===== src/rtl/shift_in_frame_pkg.sv =====
// shift_in_frame_pkg: shared FSM state encoding and default frame geometry.
package shift_in_frame_pkg;
  typedef enum logic [1:0] {
    IDLE   = 2'd0,
    SHIFT  = 2'd1,
    PARITY = 2'd2,
    COMMIT = 2'd3
  } state_e;
  localparam int DEF_WIDTH  = 64;
  localparam int DEF_CWIDTH = 6;
endpackage


===== src/rtl/shift_in_frame_even_parity_acc.sv =====
// even_parity_acc: running XOR of the data bits of a frame, cleared on start.
module even_parity_acc (
  input  logic clk,
  input  logic reset,
  input  logic clr_i,
  input  logic en_i,
  input  logic bit_i,
  output logic par_o
);
  always_ff @(posedge clk or posedge reset)
    if (reset) par_o <= 1'b0;
    else if (clr_i) par_o <= 1'b0;
    else if (en_i) par_o <= par_o ^ bit_i;
endmodule


===== src/rtl/shift_in_frame.sv =====
// shift_in_frame: LSB-first serial-to-parallel frame receiver with a one-word output register.
// Optional trailing even-parity bit enabled by SHIFT_IN_FRAME_PARITY_EN.
module shift_in_frame
  import shift_in_frame_pkg::*;
#(
  parameter int WIDTH  = DEF_WIDTH,
  parameter int CWIDTH = DEF_CWIDTH
) (
  input  logic             clk,
  input  logic             reset,
  input  logic             start,
  input  logic             enable,
  input  logic             sin,
  output logic [WIDTH-1:0] out_data,
  output logic             out_valid,
  input  logic             out_ready,
  output logic             busy,
  output logic             overflow,
  output logic             parity_err
);
  if (2**CWIDTH != WIDTH) begin : g_bad_geometry
    $error("shift_in_frame: 2**CWIDTH must equal WIDTH");
  end
  state_e            state_q;
  logic [CWIDTH-1:0] idx_q;
  logic [WIDTH-1:0]  sh_q;
  logic              perr_c;
`ifdef SHIFT_IN_FRAME_PARITY_EN
  localparam state_e AFTER_DATA = PARITY;
  logic acc, par_q;
  even_parity_acc u_par (
    .clk   (clk),
    .reset (reset),
    .clr_i (start),
    .en_i  (state_q == SHIFT && enable),
    .bit_i (sin),
    .par_o (acc)
  );
  always_ff @(posedge clk or posedge reset)
    if (reset) par_q <= 1'b0;
    else if (state_q == PARITY && enable) par_q <= sin;
  assign perr_c = acc ^ par_q;
`else
  localparam state_e AFTER_DATA = COMMIT;
  assign perr_c = 1'b0;
`endif
  assign busy = state_q != IDLE;
  always_ff @(posedge clk or posedge reset)
    if (reset) begin
      state_q    <= IDLE;
      idx_q      <= '0;
      sh_q       <= '0;
      out_data   <= '0;
      out_valid  <= 1'b0;
      overflow   <= 1'b0;
      parity_err <= 1'b0;
    end else begin
      if (out_valid && out_ready) out_valid <= 1'b0;
      // start wins in every state: aborts any frame in flight without touching out_*
      if (start) begin
        state_q <= SHIFT;
        idx_q   <= '0;
        sh_q    <= '0;
      end else
        case (state_q)
          SHIFT:
            if (enable) begin
              sh_q[idx_q] <= sin;
              idx_q       <= idx_q + 1'b1;
              if (&idx_q) state_q <= AFTER_DATA;
            end
          PARITY:
            if (enable) state_q <= COMMIT;
          COMMIT: begin
            state_q <= IDLE;
            if (!out_valid || out_ready) begin
              out_data   <= sh_q;
              parity_err <= perr_c;
              out_valid  <= 1'b1;
            end else overflow <= 1'b1;
          end
          default: ;
        endcase
    end
endmodule


===== config.mk =====
export PLATFORM = sky130hd
export DESIGN_NAME = shift_in_frame
export DESIGN_NICKNAME = d
export VERILOG_FILES = /design/src/rtl/shift_in_frame_pkg.sv /design/src/rtl/shift_in_frame_even_parity_acc.sv /design/src/rtl/shift_in_frame.sv
export SDC_FILE = /design/constraint.sdc
export NUM_CORES = 1
export LEC_CHECK = 0
export ABC_AREA = 1
export CORE_MARGIN = 5
export CORE_UTILIZATION = 50
export DETAILED_ROUTE_END_ITERATION = 16
export HOLD_SLACK_MARGIN = 0.12
export PLACE_DENSITY = 0.82
export SLEW_MARGIN = 30
export SYNTH_ARGS = -nofsm -noshare
export SYNTH_HDL_FRONTEND = slang
export SYNTH_SLANG_ARGS = --single-unit

===== constraint.sdc =====
create_clock -name clk -period 7.2 [get_ports clk]
set_input_delay 0.72 -clock clk [delete_from_list [all_inputs] [get_ports clk]]
set_output_delay 0.72 -clock clk [all_outputs]
set_load 0.03 [all_outputs]

## Word-level counts from Yosys, hierarchy flattened

Cells that the tools add are included.
W data, S select, Z words.

- Bits in registers: 138
- Output and inout bits: 68
- Bits of input ports: 6
- Logic and storage cells: 48

- $add $sub $neg: 1
- Reductions and logical operators: 13
- Mux-type cells: 18
- Equal/unequal tests: 6
- Magnitude comparators: 2
- Bitwise gates (word level): 2

Operators with widths:

| operator | number |
|---|---|
| $mux W64 | 3 |
| $bwmux W64 | 1 |
| $mux W6 | 3 |
| $ne A3 B3 Y1 const B | 3 |
| $mux W2 | 4 |
| $lt A6 B7 Y1 const B | 1 |
| $add A6 B1 Y6 const B | 1 |
| $demux W1 S6 | 1 |
| $ge A6 B1 Y1 const B | 1 |
| $pmux W2 S3 | 1 |
| $reduce_and A3 Y1 | 2 |
| $reduce_and A6 Y1 | 1 |
| $reduce_bool A2 Y1 | 3 |
| $mux W1 | 5 |
| $eq A2 B2 Y1 const B | 2 |
| $reduce_and A4 Y1 | 1 |
| $reduce_bool A4 Y1 | 1 |
| $eq A2 B1 Y1 const B | 1 |
| $logic_and A1 B1 Y1 | 2 |
| $not A1 Y1 | 2 |
| $reduce_and A2 Y1 | 1 |
| $logic_not A1 Y1 | 1 |
| $logic_or A1 B1 Y1 | 1 |

## Logic depth before layout (Yosys ltp)

Gate-level depths: netlist of the first run.

- Word-level depth: 8
- Mapped depth: 10
- Mapped depth without buffers: 10

## Least setup slack after synthesis of the first run

No wires, ideal clock.

- Path type: in2reg
- Start point: input port start
- End point: register out_data[0]
- Stages: 8
- Buffers on the path: 2
- Data required time: 7.082 ns
- Arrival time: 1.412 ns
- Library setup time: 0.118 ns
- Slack: 5.670 ns
- Cell sequence: inv_2 nand2_2 inv_2 nand2_1 buf_4 buf_4 nand2_1 nand2_1

- Word-level cells in the longest chain between the ends: 2

RTL lines:

| what | RTL line | text |
|---|---|---|
| from (decl) | shift_in_frame.sv:11 | `input logic start,` |
| $not A1 Y1 (no line) | n/a |  |
| $reduce_and A3 Y1 (no line) | n/a |  |
| to (signal assigned) | shift_in_frame.sv:77 | `out_data <= sh_q;` |
| to (decl) | shift_in_frame.sv:14 | `output logic [WIDTH-1:0] out_data,` |

No other way between the ends.
A chain may end at the register's enable or synchronous reset.

## Final worst setup path of the first run

- Start point: input port start
- End point: register out_data[55]

The elaborated chain is that of the path after synthesis.

==> summary.txt, run 1 <==
Power and ir drop
  – VDD IR-drop max: 237 uV
  – P_leak: 4.23 nW
  – Pwr/cell area: 251 mW/mm^2
  – Internal power: 1.39 mW
  – Logic pwr share: 15.8%
  – Switch share: 29.2%
  – Clock group share of total power: 42.1%
  – P_sw: 572 uW
  – Seq pwr share: 42.2%

Global route
  – Largest net degree at the start of global routing: 75
  – Total congestion overflow: 0
  – First-pass GRT wire length: 26600 um
  – Layer with the highest usage: met2
  – M1 GR Usage: 30.2%
  – GR Util met3: 5.40%
  – Total GRT Usage: 22.3%
  – GRT met2 Usage: 34.4%
  – Antenna violations before repair: 0
  – Vias in the first global route: 5447

Worst setup path
  – Crit path arrival time: 3.53 ns
  – Slowest CP cell: buf_4
  – Worst path buffer plus inverter count: 5
  – Worst flop-to-flop path startpoint: state_q[0]
  – Worst-path maximum fanout: 74
  – CP cell instances: clkdlybuf4s50_1 -> inv_2 -> buf_4 -> nand2_2 -> inv_2 -> buf_4 -> nand2_4 -> o21ai_0
  – Worst R2R Setup Slack: 4.92 ns
  – CP max stage delay: 0.59 ns
  – Startpoint Class: primary input
  – FF-to-FF End: out_data[55]
  – CP Capture Type: register
  – R2R cell count: 6
  – CP required: 7.52 ns
  – CP Class: primary input to register
  – Largest delay contributor family on the critical path: buffers and inverters

STA
  – Final Hold Violating Endpoints: 0
  – Total Neg Setup Slack: 0 ns
  – Crit share post-route: 44.5%
  – Max Freq: 0.312 GHz
  – Rel. slew slack: 46.0%
  – RSZ-0062 raised after global routing: no
  – Least-Margin Pin Slew: 0.810 ns
  – Final-report max-slew violation count: 0
  – Setup Viol. Count Final: 0
  – Setup Skew: 0.00650 ns
  – Min Tclk post-route: 3.21 ns

CTS
  – Clock transition at path regs: 0.06 ns
  – Post-CTS setup buffers: 0
  – Clk Latency, worst-skew pair: 0.42 ns
  – Clk buf depth: 2
  – Num Clock Sinks: 138
  – Hold_buf cts: 0
  – CTS resizes: 0
  – Root buf cell: clkbuf_16
  – CTS tree: built
  – H-tree levels: 4
  – CTS Buf Count: 17

Place
  – Dpl cell area: 0.00725 mm^2
  – Placed cells: 1044
  – Post-DP HPWL: 9690 um
  – Port Buffers: 72
  – Final GP Congestion: 0.959

Routing
  – Drt drc: 0
  – Initial detailed-routing violation count: 470
  – Vias: 5550
  – Final ANT Viol Nets: 0
  – Drt total wl: 15900 um
  – Drt pass-1 iters: 5
  – DR vias/cell: 5.16
  – Drt wl/cell: 14.8 um

Floorplan
  – Core area: 0.0127 mm^2
  – Die Height: 124 um
  – Site Rows: 41
  – Die area: 0.0154 mm^2
  – Die X-Extent: 124 um
  – Initial Utilization: 51.2%
  – IO Pins: 74

Worst hold path
  – Startpoint of the worst hold path: out_data[32]
  – Worst hold path class: register to register
  – Hold path depth: 2
  – Hold Path Sink: out_data[32]

Synth
  – Seq/Total Area, Yosys: 53.0%
  – Cells after synthesis: 838
  – Post-Syn Area: 0.00652 mm^2
  – Synthesized flop and latch total: 138
  – Mapped Nets: 849
  – Syn avg cell area: 7.78 um^2
  – Ys Warns: 0
  – Yosys cell types: 23

Cells and area
  – Fill cells: 1153
  – Most common cell after layout, fill and taps aside: nand2_1
  – Post-Layout Cell Count: 1076
  – Flip-flop and latch area: 0.00345 mm^2
  – Fraction of layout cells with a size suffix above 1: 6.42%
  – Area occupied by multi-input gates: 0.00249 mm^2
  – Ant. Diodes: 0
  – Cell area after layout: 0.00781 mm^2
  – Final-stage net count: 902
  – Most frequent cells in the layout: nand2_1 (307), nand3_1 (147), dfrtp_1 (138)
  – Synth-to-Final Area Change: 19.8%

Run
  – Maxcap violations: 0

Outcome
  – Outcome: completed
## per-layer routing
metal | wire length [um] | up-vias
met5 | 0 | -
met4 | 429 | 0
met3 | 955 | 38
met2 | 7230 | 182
met1 | 7310 | 2601
li1 | - | 2729
## how the worst max path moves through the flow
stage,to,slack (ns),start,cells after the start
3_5_place_dp,out_data[55],3.56,start,8
4_1_cts,out_data[55],3.99,start,8
5_1_grt,out_data[38],3.75,start,9
2_1_floorplan,idx_q[0],2.78,reset,1
6_report,out_data[55],3.99,start,8
3_3_place_gp,out_data[55],3.32,start,8
## power groups by stage
stage,Combinational [mW],Sequential [mW],Clock (mW)
final,0.309,0.826,0.824
after global routing,0.342,0.828,0.874
after CTS,0.309,0.825,0.833
after detailed placement,0.308,0.838,0
after global placement,0.298,0.838,0
after floorplan,0.207,0.854,0
## registers in the layout (all words and copies together), names as in the netlist
| register | flops |
|---|---|
| out_valid | 1 |
| idx_q | 6 |
| state_q | 2 |
| overflow | 1 |
| sh_q | 64 |
| out_data | 64 |
## area by class of cell
cell class | count | area share, %
flip-flops and latches | 138 | 44.2
multi-input cells | 570 | 31.9
clock inverters | 10 | 1.28
repair buffers | 76 | 9.66
inverters | 88 | 4.31
clock buffers | 22 | 5.82
well taps | 172 | 2.76
## tightest hold or removal path: cells and delay by family (launching register included)
kind             cells  cell delay, ns
flip-flops           1            0.34
AND/OR/NAND/NOR      2            0.11
## metrics by stage
| stage | hold slack, ns | setup slack (ns) | power (mW) | util (%) |
|---|---|---|---|---|
| 2_1_floorplan | 0.467 | 2.78 | 1.06 | - |
| 4_1_cts | 0.475 | 3.99 | 1.97 | 61.3 |
| 3_5_place_dp | 0.461 | 3.56 | 1.15 | 57.0 |
| 5_1_grt | 0.489 | 3.75 | 2.04 | 61.4 |
| 3_3_place_gp | 0.456 | 3.32 | 1.14 | 56.9 |
| 6_report | 0.470 | 3.99 | 1.96 | 61.4 |
## Yosys cell counts (all sizes together)
| cell type | number | area share (%) |
|---|---|---|
| conb | 1 | 0.058 |
| nand3 | 147 | 11 |
| buf | 25 | 2.5 |
| clkbuf | 17 | 1.3 |
| nand2 | 314 | 18 |
| o21ai | 45 | 3.5 |
| o21bai | 2 | 0.23 |
| nor2 | 52 | 3.5 |
| a21oi | 4 | 0.31 |
| dfrtp | 138 | 53 |
| inv | 85 | 4.9 |
| ha | 5 | 0.96 |
| clkinv | 3 | 0.23 |
## cell families (layout without fill, tap and decap cells)
group / Yosys count / count (layout) / share of synthesized area, %
buf+inv: 130 / 196 / 8.89
simple gates: 513 / 513 / 33.1
fa+ha+maj: 5 / 5 / 0.960
flops: 138 / 138 / 53.0
other cells: 1 / 1 / 0.0575
compound gates: 51 / 51 / 3.99
Note: power is estimated with default switching activity, not from simulation.
==> run 2, diff against run 1 <==
==> constraint.sdc (replaced) <==
create_clock -name clk -period 3 [get_ports clk]
set_input_delay 0.3 -clock clk [delete_from_list [all_inputs] [get_ports clk]]
set_output_delay 0.3 -clock clk [all_outputs]
set_load 0.03 [all_outputs]
==> run 2 against run 1 <==
  * Clock power rose to 2.9 times the previous value
  * First-iteration DRC count grew 43%
  * Worst setup slack got worse by 3.1 ns
  * Sequential power up 140%
  * Sequential cell count did not move
  * Cell area grew 2.1%
  * Critical path depth shrank 4
  * Total power grew to 2.6 times the previous value
==> summary.txt, run 2 (synthesis results as in run 1) <==
Cells and area
  – Most common cell after layout, fill and taps aside: nand2_1
  – Fill cells: 1123
  – Most frequent cells in the layout: nand2_1 (307), nand3_1 (147), dfrtp_1 (138)
  – Area occupied by multi-input gates: 0.00249 mm^2
  – Synth-to-Final Area Change: 22.3%
  – Final-stage net count: 904
  – Post-layout util: 62.6%
  – Largest regs: out_data (64), sh_q (64), idx_q (6)
  – Post-Layout Cell Count: 1078
  – Fraction of layout cells with a size suffix above 1: 7.06%
  – Ant. Diodes: 0
  – Flip-flop and latch area: 0.00345 mm^2

CTS
  – Clk Latency, worst-skew pair: 0.42 ns
  – Post-CTS setup buffers: 0
  – Clk buf depth: 2
  – Root buf cell: clkbuf_16
  – CTS Buf Count: 17
  – CTS resizes: 0
  – Hold_buf cts: 0
  – CTS tree: built
  – Clock transition at path regs: 0.06 ns
  – Num Clock Sinks: 138
  – H-tree levels: 4

Floorplan
  – Initial Utilization: 51.2%
  – Die area: 0.0154 mm^2
  – Core area: 0.0127 mm^2
  – Die Height: 124 um
  – IO Pins: 74
  – Site Rows: 41
  – Die X-Extent: 124 um

Routing
  – Drt pass-1 iters: 5
  – DR vias/cell: 5.24
  – Drt wl/cell: 14.5 um
  – Final ANT Viol Nets: 0
  – Initial detailed-routing violation count: 674
  – Drt drc: 0
  – Vias: 5646
  – Drt total wl: 15700 um

STA
  – Setup Viol. Count Final: 0
  – Max Freq: 0.474 GHz
  – Total Neg Setup Slack: 0 ns
  – Crit share post-route: 70.4%
  – Final Hold Violating Endpoints: 0
  – RSZ-0062 raised after global routing: no
  – Min Tclk post-route: 2.11 ns
  – Rel. slew slack: 53.5%
  – Least-Margin Pin Slew: 0.697 ns
  – Setup Skew: 0.00845 ns
  – Final-report max-slew violation count: 0

Global route
  – Largest net degree at the start of global routing: 139
  – Antenna violations before repair: 0
  – First-pass GRT wire length: 26100 um
  – Vias in the first global route: 5382
  – Total GRT Usage: 21.7%
  – Total congestion overflow: 0

Worst setup path
  – CP Class: register to primary output
  – Startpoint Class: register
  – CP Capture Type: primary output
  – Worst-path maximum fanout: 4
  – CP required: 2.70 ns
  – Crit path arrival time: 1.81 ns

Power and ir drop
  – VDD IR-drop max: 450 uV
  – P_sw: 1.43 mW
  – Pwr/cell area: 643 mW/mm^2
  – Internal power: 3.70 mW
  – Switch share: 27.9%
  – Seq pwr share: 38.5%
  – Clock group share of total power: 46.7%
  – Logic pwr share: 14.8%
  – P_leak: 4.28 nW

Place
  – Final GP Congestion: 0.939
  – Post-DP HPWL: 9750 um
  – Placed cells: 1046
  – Port Buffers: 72

Worst hold path
  – Worst hold path class: primary input to async pin

Run
  – Maxcap violations: 0

Outcome
  – Outcome: completed
-- run 2: changes by cell type in the layout (fill, tap and decap cells not counted), moves of 2 or more --
cell        previous run  this run
buf_12                 0         2
bufinv_16              2         6
clkbuf_1               4         0
clkinv_2              11         4
clkinv_4               0         2
clkinvlp_4             0         4
inv_6                  0         2
-- run 2: per-stage QoR --
step                hold WS (ns)  setup slack, ns  instance area [um^2]  power [mW]
finish                     0.460            0.889                  7970        5.13
global route               0.483            0.787                  7970        5.32
CTS                        0.472            0.857                  7970        5.15
detailed placement         0.458            0.832                  7290        2.76
global placement           0.454            0.882                  7290        2.74
floorplan                  0.461            0.979                  6520        2.55
-- run 2: final cells by class --
type | count | area share (%)
timing repair buffer | 78 | 9.92
tap | 172 | 2.70
clock inverter | 14 | 3.05
inverter | 88 | 4.24
multi-input combinational | 570 | 31.2
clock buffer | 18 | 5.51
sequential | 138 | 43.3
-- run 2: per-layer routing --
| metal | share of wire [%] | track usage, % | up-vias |
|---|---|---|---|
| li1 | - | - | 2744 |
| met1 | 44 | 31.2 | 2607 |
| met2 | 45 | 31.7 | 255 |
| met3 | 8.9 | 4.36 | 40 |
| met4 | 2.7 | 9.65 | 0 |
| met5 | 0 | 0 | - |
-- run 2: path summary, 6_finish.rpt --
| kind | from | end | slack [ns] | cells after the start |
|---|---|---|---|---|
| worst max-delay path | state_q[0] | busy | 0.89 | 4 |
| worst min-delay path | reset | out_data[24] | 0.46 | 3 |
| worst max register to register | state_q[1] | sh_q[32] | 0.93 | 9 |
| worst min register to register | out_data[44] | out_data[44] | 0.47 | 2 |
| max in group asynchronous | reset | sh_q[43] | 2.06 | 3 |
| min in group clk | out_data[44] | out_data[44] | 0.47 | 2 |
-- run 2: worst max-delay path: stages, from the launching register on --
cell and delay, ns:
dfrtp_1 0.40, inv_1 0.08, ha_1 0.20, inv_1 0.05, clkdlybuf4s50_1 0.66
-- run 2: power by group through the flow --
| stage | Clock, mW | Combinational, mW | Sequential, mW |
|---|---|---|---|
| 6_report | 2.40 | 0.758 | 1.97 |
| 5_1_grt | 2.51 | 0.835 | 1.98 |
| 4_1_cts | 2.42 | 0.761 | 1.97 |
| 3_5_place_dp | 0 | 0.755 | 2.00 |
| 3_3_place_gp | 0 | 0.735 | 2.01 |
| 2_1_floorplan | 0 | 0.498 | 2.05 |
==> run 3, diff against run 2 <==
--- a/config.mk
+++ b/config.mk
@@ -10,7 +10,7 @@
 export CORE_UTILIZATION = 50
 export DETAILED_ROUTE_END_ITERATION = 16
 export HOLD_SLACK_MARGIN = 0.12
-export PLACE_DENSITY = 0.82
+export PLACE_DENSITY = 0.85
 export SLEW_MARGIN = 30
 export SYNTH_ARGS = -nofsm -noshare
 export SYNTH_HDL_FRONTEND = slang
==> constraint.sdc (replaced) <==
create_clock -name clk -period 1.85 [get_ports clk]
set_input_delay 0.185 -clock clk [delete_from_list [all_inputs] [get_ports clk]]
set_output_delay 0.185 -clock clk [all_outputs]
set_load 0.03 [all_outputs]
==> run 3 against run 2 <==
  * Die area unchanged
  * Sequential cell count unchanged
  * Worst setup slack got worse by 0.88 ns
  * Critical path type is now register to register
==> summary.txt, run 3 (synthesis results as in run 1) <==
Worst setup path
  – CP required: 2.17 ns
  – Worst-path maximum fanout: 9
  – Crit path arrival time: 2.16 ns
  – CP Capture Type: register
  – CP Class: register to register
  – Startpoint Class: register

Cells and area
  – Synth-to-Final Area Change: 23.8%
  – Fill cells: 1080
  – Area occupied by multi-input gates: 0.00250 mm^2
  – Fraction of layout cells with a size suffix above 1: 9.27%
  – Flip-flop and latch area: 0.00345 mm^2
  – Most common cell after layout, fill and taps aside: nand2_1
  – Ant. Diodes: 0
  – Largest regs: out_data (64), sh_q (64), idx_q (6)
  – Most frequent cells in the layout: nand2_1 (305), nand3_1 (147), dfrtp_1 (138)
  – Final-stage net count: 927

Place
  – Port Buffers: 72
  – Final GP Congestion: 0.947
  – Post-DP HPWL: 11100 um
  – DP Worst Slack: -0.00441 ns

Global route
  – Largest net degree at the start of global routing: 44
  – Vias in the first global route: 5544
  – First-pass GRT wire length: 27900 um
  – Total GRT Usage: 23.6%
  – Antenna violations before repair: 0
  – Total congestion overflow: 0

Power and ir drop
  – Pwr/cell area: 970 mW/mm^2
  – Total power: 7.83 mW
  – VDD IR-drop max: 578 uV
  – P_leak: 4.36 nW

CTS
  – CTS tree: built
  – Root buf cell: clkbuf_16
  – Num Clock Sinks: 138
  – Hold_buf cts: 0
  – H-tree levels: 4
  – CTS Buf Count: 17
  – Clk buf depth: 2
  – Clk Latency, worst-skew pair: 0.42 ns
  – Clock transition at path regs: 0.06 ns

Floorplan
  – Die X-Extent: 124 um
  – Die area: 0.0154 mm^2
  – IO Pins: 74
  – Site Rows: 41
  – Core area: 0.0127 mm^2
  – Initial Utilization: 51.2%
  – Die Height: 124 um

Routing
  – Drt pass-1 iters: 6
  – Met3 wire len: 1390 um
  – Metal2 WL: 8040 um
  – Drt wl/cell: 15.4 um
  – Vias: 5803
  – DR vias/cell: 5.28
  – Drt drc: 0
  – Final ANT Viol Nets: 0
  – Top layer in use: met4
  – Routed length on met1: 6980 um
  – Drt total wl: 16900 um
  – Initial detailed-routing violation count: 649

Run
  – Maxcap violations: 0

STA
  – Hold Slack: 0.125 ns
  – Setup Skew: 0.00968 ns
  – Min Tclk post-route: 1.84 ns
  – RSZ-0062 raised after global routing: yes
  – Setup Viol. Count Final: 0
  – Rel. slew slack: 65.1%
  – Crit share post-route: 99.6%
  – Total Neg Setup Slack: 0 ns
  – Least-Margin Pin Slew: 0.522 ns
  – Final worst slack: 0.00765 ns
  – Final-report max-slew violation count: 0
  – Max Freq: 0.543 GHz
  – Final Hold Violating Endpoints: 0

Worst hold path
  – Worst hold path class: primary input to async pin

Outcome
  – Outcome: completed
## run 3: cell types whose count changed in the layout (fill, tap and decap cells not counted), moves of 3 or more
cell	previous run	this run
buf_12	2	5
buf_4	4	23
clkinv_2	4	9
clkbuf_1	0	3
bufinv_16	6	2
## run 3: critical path, cell delays in order, from the launching register on
cell,delay (ns)
dfrtp_1,0.42
inv_1,0.09
ha_2,0.22
nand2_2,0.15
nor2_4,0.13
nand2_1,0.25
clkinv_2,0.22
nand3_1,0.12
nand2_1,0.09
inv_1,0.04
## run 3: final cells by class
cell class | instances | area share [%]
Timing Repair Buffer | 101 | 12.5
Sequential cell | 138 | 42.8
Multi-Input combinational cell | 570 | 30.9
Inverter | 88 | 4.19
Clock inverter | 9 | 1.21
Tap cell | 172 | 2.67
Clock buffer | 22 | 5.75
## run 3: timing repair
| action | 4_1_cts | 5_1_grt |
|---|---|---|
| endpoints found under the setup margin | 2 | 37 |
| cloned | 0 | 0 |
| gates resized for setup | 2 | 4 |
| hold endpoints to repair | 0 | 0 |
| buffers inserted | 0 | 0 |
## run 3: power breakdown
group / switching (mW) / total [mW] / internal, mW
logic: 0.951 / 1.36 / 0.409
clock network: 1.23 / 3.26 / 2.03
registers: 0.0887 / 3.20 / 3.12
## run 3: through the flow
stage	cell area [um^2]	std cells	util [%]
6_report	8070	1100	63.4
5_1_grt	8070	1100	63.4
4_1_cts	8060	1100	63.3
3_5_place_dp	7500	1069	58.9
3_3_place_gp	7500	1069	58.9
2_1_floorplan	6520	838	-
## run 3: per-layer routing
layer	GRT usage, %	vias to the layer above
met5	0	-
met4	8.90	0
met3	6.18	53
met2	37.1	283
met1	31.4	2700
li1	-	2767
## run 3: path summary, 6_finish.rpt
kind / from / endpoint / slack (ns) / cells past startpoint
worst max-delay path: state_q[1] / sh_q[6] / 0.008 / 9
worst min-delay path: reset / out_data[28] / 0.12 / 2
worst max register to register: state_q[1] / sh_q[6] / 0.008 / 9
worst min register to register: out_data[36] / out_data[36] / 0.47 / 2
max in group asynchronous: reset / out_data[52] / 1.10 / 3
min in group clk: out_data[36] / out_data[36] / 0.47 / 2
